`src/rtl/pump_motor_guard_if.sv`:
```
// pump_motor_guard_if: pump requests, level sensors, fault clear and motor/status outputs
// of the pump motor guard, bundled for the tank controller (master) and the guard (slave).
interface pump_motor_guard_if #(
    parameter int SCW = 8
);
    logic           B1, B2, S1, S2, S3, S4, Clear;
    logic           M1, M2, Fault;
    logic [1:0]     FaultCode;
    logic [SCW-1:0] Starts1, Starts2;

    modport master (
        output B1, B2, S1, S2, S3, S4, Clear,
        input  M1, M2, Fault, FaultCode, Starts1, Starts2
    );

    modport slave (
        input  B1, B2, S1, S2, S3, S4, Clear,
        output M1, M2, Fault, FaultCode, Starts1, Starts2
    );
endinterface

```
`src/rtl/pump_motor_guard.sv`:
```
// pump_motor_guard: turns raw pump requests into motor drives with min on/off times,
// start staggering, a pump 2 dry-run interlock and a latched sensor-plausibility fault.
module pump_motor_guard #(
    parameter int MIN_ON  = 8,
    parameter int MIN_OFF = 6,
    parameter int STAGGER = 4,
    parameter int CW      = 8,
    parameter int SCW     = 8
) (
    input  logic              Clock,
    input  logic              Reset,
    pump_motor_guard_if.slave bus
);
    typedef enum logic {OFF, RUN} pump_t;
    typedef enum logic {NORMAL, FAULT} guard_t;

    localparam logic [CW-1:0]  ON_LD   = CW'(MIN_ON - 1);
    localparam logic [CW-1:0]  OFF_LD  = CW'(MIN_OFF - 1);
    localparam logic [CW-1:0]  STAG_LD = CW'(STAGGER - 1);
    localparam logic [SCW-1:0] S_MAX   = '1;

    pump_t          r_st1, r_st2;
    guard_t         r_guard;
    logic [CW-1:0]  r_on1, r_on2, r_off1, r_off2, r_stag;
    logic [1:0]     r_code;
    logic [SCW-1:0] r_starts1, r_starts2;

    logic w_bad1, w_bad2, w_trip, w_clear, w_ok;
    logic w_start1, w_start2, w_stop1, w_stop2;

    function automatic logic [CW-1:0] dec(input logic [CW-1:0] x);
        return x - CW'(x != '0);
    endfunction

    assign w_bad1  = bus.S2 & ~bus.S1;
    assign w_bad2  = bus.S4 & ~bus.S3;
    assign w_trip  = (r_guard == NORMAL) && (w_bad1 || w_bad2);
    assign w_clear = (r_guard == FAULT) && bus.Clear && !w_bad1 && !w_bad2;
    // A fault detected this cycle blocks any start in the same cycle
    assign w_ok    = (r_guard == NORMAL) && !w_bad1 && !w_bad2 && (r_stag == '0);

    assign w_start1 = (r_st1 == OFF) && bus.B1 && (r_off1 == '0) && w_ok;
    assign w_start2 = (r_st2 == OFF) && bus.B2 && bus.S1 && (r_off2 == '0) && w_ok && !w_start1;
    assign w_stop1  = (r_st1 == RUN) && ((!bus.B1 && r_on1 == '0) || w_trip);
    assign w_stop2  = (r_st2 == RUN) && ((!bus.B2 && r_on2 == '0) || !bus.S1 || w_trip);

    always_ff @(posedge Clock or negedge Reset) begin
        if (!Reset) begin
            r_st1     <= OFF;
            r_st2     <= OFF;
            r_guard   <= NORMAL;
            r_on1     <= '0;
            r_on2     <= '0;
            r_off1    <= '0;
            r_off2    <= '0;
            r_stag    <= '0;
            r_code    <= '0;
            r_starts1 <= '0;
            r_starts2 <= '0;
        end else begin
            r_stag  <= (w_start1 || w_start2) ? STAG_LD : dec(r_stag);
            r_guard <= w_trip ? FAULT : (w_clear ? NORMAL : r_guard);
            r_code  <= w_clear ? 2'b00 : (r_code | {w_bad2, w_bad1});
            if (w_start1) begin
                r_st1     <= RUN;
                r_on1     <= ON_LD;
                r_starts1 <= r_starts1 + SCW'(r_starts1 != S_MAX);
            end else if (w_stop1) begin
                r_st1  <= OFF;
                r_off1 <= OFF_LD;
            end else begin
                r_on1  <= dec(r_on1);
                r_off1 <= w_clear ? OFF_LD : dec(r_off1);
            end
            if (w_start2) begin
                r_st2     <= RUN;
                r_on2     <= ON_LD;
                r_starts2 <= r_starts2 + SCW'(r_starts2 != S_MAX);
            end else if (w_stop2) begin
                r_st2  <= OFF;
                r_off2 <= OFF_LD;
            end else begin
                r_on2  <= dec(r_on2);
                r_off2 <= w_clear ? OFF_LD : dec(r_off2);
            end
        end
    end

    assign bus.M1        = (r_st1 == RUN);
    assign bus.M2        = (r_st2 == RUN);
    assign bus.Fault     = (r_guard == FAULT);
    assign bus.FaultCode = r_code;
    assign bus.Starts1   = r_starts1;
    assign bus.Starts2   = r_starts2;
endmodule

```
`src/flat_wrapper.sv`:
```
// flat-port wrapper written by rule: the top's interface ports become plain ports
module pump_motor_guard_flat 
#(
    parameter int MIN_ON  = 8,
    parameter int MIN_OFF = 6,
    parameter int STAGGER = 4,
    parameter int CW      = 8,
    parameter int SCW     = 8
)
  (Clock, Reset, bus_B1, bus_B2, bus_S1, bus_S2, bus_S3, bus_S4, bus_Clear, bus_M1, bus_M2, bus_Fault, bus_FaultCode, bus_Starts1, bus_Starts2);
  pump_motor_guard_if #(.SCW(SCW)) bus_i ();
  input  logic Clock;
  input  logic Reset;
  input wire logic [$bits(bus_i.B1)-1:0] bus_B1;
  input wire logic [$bits(bus_i.B2)-1:0] bus_B2;
  input wire logic [$bits(bus_i.S1)-1:0] bus_S1;
  input wire logic [$bits(bus_i.S2)-1:0] bus_S2;
  input wire logic [$bits(bus_i.S3)-1:0] bus_S3;
  input wire logic [$bits(bus_i.S4)-1:0] bus_S4;
  input wire logic [$bits(bus_i.Clear)-1:0] bus_Clear;
  output wire logic [$bits(bus_i.M1)-1:0] bus_M1;
  output wire logic [$bits(bus_i.M2)-1:0] bus_M2;
  output wire logic [$bits(bus_i.Fault)-1:0] bus_Fault;
  output wire logic [$bits(bus_i.FaultCode)-1:0] bus_FaultCode;
  output wire logic [$bits(bus_i.Starts1)-1:0] bus_Starts1;
  output wire logic [$bits(bus_i.Starts2)-1:0] bus_Starts2;
  assign bus_i.B1 = bus_B1;
  assign bus_i.B2 = bus_B2;
  assign bus_i.S1 = bus_S1;
  assign bus_i.S2 = bus_S2;
  assign bus_i.S3 = bus_S3;
  assign bus_i.S4 = bus_S4;
  assign bus_i.Clear = bus_Clear;
  assign bus_M1 = bus_i.M1;
  assign bus_M2 = bus_i.M2;
  assign bus_Fault = bus_i.Fault;
  assign bus_FaultCode = bus_i.FaultCode;
  assign bus_Starts1 = bus_i.Starts1;
  assign bus_Starts2 = bus_i.Starts2;
  pump_motor_guard #(.MIN_ON(MIN_ON), .MIN_OFF(MIN_OFF), .STAGGER(STAGGER), .CW(CW), .SCW(SCW)) u_core (.Clock(Clock), .Reset(Reset), .bus(bus_i));
endmodule
```
`config.mk`:
```
export PLATFORM = sky130hd
export DESIGN_NAME = pump_motor_guard_flat
export DESIGN_NICKNAME = d
export VERILOG_FILES = /design/src/rtl/pump_motor_guard_if.sv /design/src/rtl/pump_motor_guard.sv /design/src/flat_wrapper.sv
export SDC_FILE = /design/constraint.sdc
export NUM_CORES = 1
export LEC_CHECK = 0
export ABC_AREA = 1
export BUFFER_PORTS_ARGS = -buffer_cell sky130_fd_sc_hd__buf_2
export CORE_MARGIN = 10
export CORE_UTILIZATION = 45
export CTS_CLUSTER_DIAMETER = 80
export DETAILED_ROUTE_END_ITERATION = 8
export SLEW_MARGIN = 20
export SYNTH_ARGS = -nofsm -noshare
export SYNTH_HDL_FRONTEND = slang
export SYNTH_SLANG_ARGS = --single-unit
```
`constraint.sdc`:
```
create_clock -name Clock -period 2.05 [get_ports Clock]
set_input_delay 0.3075 -clock Clock [delete_from_list [all_inputs] [get_ports Clock]]
set_output_delay 0.3075 -clock Clock [all_outputs]
set_load 0.01 [all_outputs]
```
==> impl_results.md <==
- YS warnings: 0
- CTS Buf Count: 9
- RSZ-0062 raised after global routing: false
- Leak: approximately 2.2 nW
- Normalized max-slew margin: about two thirds
- Hold Path Class: in -> reg
- Met1 Wirelength: roughly 3.6 mm
- Max cap viols: 0
- First-pass GRT wire length: about 13 mm
- Worst Skew: about 0.012 ns
- Final Hold Fails: 0
- Count of boundary I/O pins: 30
- Met2 WL: around 3.4 mm
- Detailed Route Iter0 Violations: ~140
- CP Capture Type: flip-flop
- TritonCTS clock tree: built
- Flops & latches, synth: between 60 and 70
- Slew Viols, Final: 0
- Area growth, synth to finish: 10.8%
- Total Power: between 0.004 and 0.005 W
- DR pass1 iterations: 4
- Post-Synthesis Cells: between 400 and 500
- Initial antenna violation count: 0
- Maximum clock rate: about 0.54 GHz
- CTS clk-pin slew, worst paths: roughly 0.070 ns
- Routed WL per cell: 11.9 um
- Period utilization: 90.6%
- Number of H-tree levels: 3
- Die height: between 100 and 150 um
- Crit path cell chain: nor2_2 -> nand2_1 -> nor2_1 -> inv_1 -> ha_1 -> ha_1 -> nand3_1 -> xor2_1 -> nand3b_1 -> nand2_1
- Status: complete, no violations
- Syn Area/Cell: around 7.7 sq um
- Clock Tree Root: clkbuf_8
- Worst slew pin tran: 0.510 ns
- IO buf count: 29
- Seq/Total Area, Yosys: between 40% and 50%
- Largest net degree at the start of global routing: 43
- Residual DRC count: 0
- Worst path slowest cell: dfrtp_1
- Peak supply drop: between 0.3 and 0.4 mV
- Vias in the first global route: 2831
- Routed via count: between 2k and 3k
- Clock buffer depth: 2
- Final std cells w/o fill: ~600
- Final #Nets: between 500 and 600
- Netlist cell types: 29
- Maximum fanout along the worst path: 4
- Commonest non-fill, non-tap cell in the layout: nand2_1
- Final Cell Area: just over 4000 sq um
- Filler Cells Inserted: 772
- Pwr Density: approximately 1100 nW/um^2
- Met3 Wirelength: between 300 and 400 um
- Placeable core area: about 7800 sq um
- Cell family with most CP delay: simple AND/OR/NAND/NOR gates
- Minimum clock period: about 1.9 ns
- DRT Wirelength: about 7.3 mm
- Required @ worst endpoint: 2.28 ns
- Ratio of cells with drive above 1 in the final layout: between 10% and 20%
- Post-synth net total: ~500
- Num Clock Sinks: 61
- # rows: 32
- Die width: about 110 um
- TNS Setup: 0 ns
- Gpl congestion: between 0.8 and 0.9
- Worst Path Arrival: between 2 and 2.5 ns
- Highest metal used: met4
- Die area: roughly 12000 sq um
- # setup viols final: 0
- Diode count: 0
- Critical path's largest stage delay: roughly 0.42 ns
- Starting Density: between 40% and 50%
- Hpwl dp: 5.34 mm
- Placed cell area: around 3900 sq um
- Synth Cell Area: around 3700 sq um
- Buffers and inverters on the worst path: 1
- Grt ovf: 0
- Crit Path Category: reg -> reg
- Overall Global Routing Usage: 13.0%
- Vias/cell: 4.77
- Fin Hold WS: between 0.3 and 0.4 ns
- Inst Count DP: roughly 600
- Most frequent cells in the layout: 131 x nand2_1, 64 x inv_1, 61 x dfrtp_1, 51 x nor2_1, 39 x nand3_1
- Crit start category: flip-flop
- Clk_lat worst skew: between 0.3 and 0.4 ns
- Routed Antenna Nets: 0
## flip-flops by register name (all words and copies together) (netlist names), 2 cells and up
signal and cells:
u_core.bus.FaultCode 2, u_core.bus.Starts1 8, u_core.bus.Starts2 8, u_core.r_off1 8, u_core.r_off2 8, u_core.r_on1 8
u_core.r_on2 8, u_core.r_stag 8
## timing repair
| item | in CTS | in global routing |
|---|---|---|
| buffers inserted | 0 | 0 |
| resized for setup | 0 | 1 |
| hold buffers | 1 | 0 |
| endpoints found under the hold margin | 19 | 0 |
| setup endpoints to repair | 0 | 2 |
## through the flow
step,setup WS (ns),util (%)
finish,0.194,51.9
global placement,0.220,49.7
global route,0.0180,51.9
CTS,0.196,51.8
detailed placement,0.205,49.7
floorplan,0.398,-
## tightest hold or removal path: stages
cell and delay, ns:
buf_2 0.10, nand2_4 0.06, inv_1 0.07, o21ai_0 0.07, inv_1 0.05
## Yosys cell counts (all sizes together)
master	n	share of area (%)
o21ai	20	2.7
nand4	6	1.2
nand3	40	5.8
nand2	145	17
buf	8	2.1
clkinv	1	0.10
xor2	21	5.0
or2	5	0.85
a21oi	9	1.2
nor2	60	7.7
nand3b	4	0.82
xnor2	5	1.2
nor3	5	0.99
inv	71	7.3
dfrtp	61	42
o21bai	1	0.20
ha	14	4.8
## per-layer routing
| layer | vias up | track usage [%] |
|---|---|---|
| met3 | 7 | 3.37 |
| met2 | 38 | 20.5 |
| met4 | 0 | 4.86 |
| met1 | 1366 | 16.8 |
| met5 | - | 0 |
| li1 | 1539 | - |
## kinds of logic after synthesis
group	Yosys count	share of synthesized area (%)
AOI/OAI and AO/OA	30	4.16
adders and majority gates	14	4.77
and+or+nand+nor	265	33.9
xor gates and xnor gates	26	6.20
buffers and inverters	80	9.43
DFF	61	41.6
## final cells by class
| class | count | area, sq um | share of cell area (%) |
|---|---|---|---|
| inverter | 72 | 270 | 6.64 |
| multi-input combinational | 335 | 1810 | 44.3 |
| clock inverter | 5 | 27.5 | 0.676 |
| sequential | 61 | 1530 | 37.5 |
| tap | 102 | 128 | 3.13 |
| timing repair buffer | 32 | 183 | 4.49 |
| clock buffer | 11 | 131 | 3.23 |
## power by group
part	switching (W)	internal, W	total, W
Clock	0.000464	0.000431	0.000895
Sequential	0.000284	0.00153	0.00182
Combinational	0.000966	0.000686	0.00165
Total	0.00171	0.00265	0.00436
## worst paths after layout
path,startpoint,endpoint,slack (ns),depth (start not counted)
max,u_core.r_on2[3],u_core.r_on2[6],0.19,10
min,bus_S2,u_core.bus.FaultCode[0],0.36,5
max reg2reg,u_core.r_on2[3],u_core.r_on2[6],0.19,10
min reg2reg,u_core.r_on2[0],u_core.r_on2[0],0.49,2
max in group asynchronous,Reset,u_core.bus.Starts2[7],0.97,3
min in group asynchronous,Reset,u_core.bus.Starts1[3],0.47,2
No activity file was read; power rests on OpenSTA's default activity.
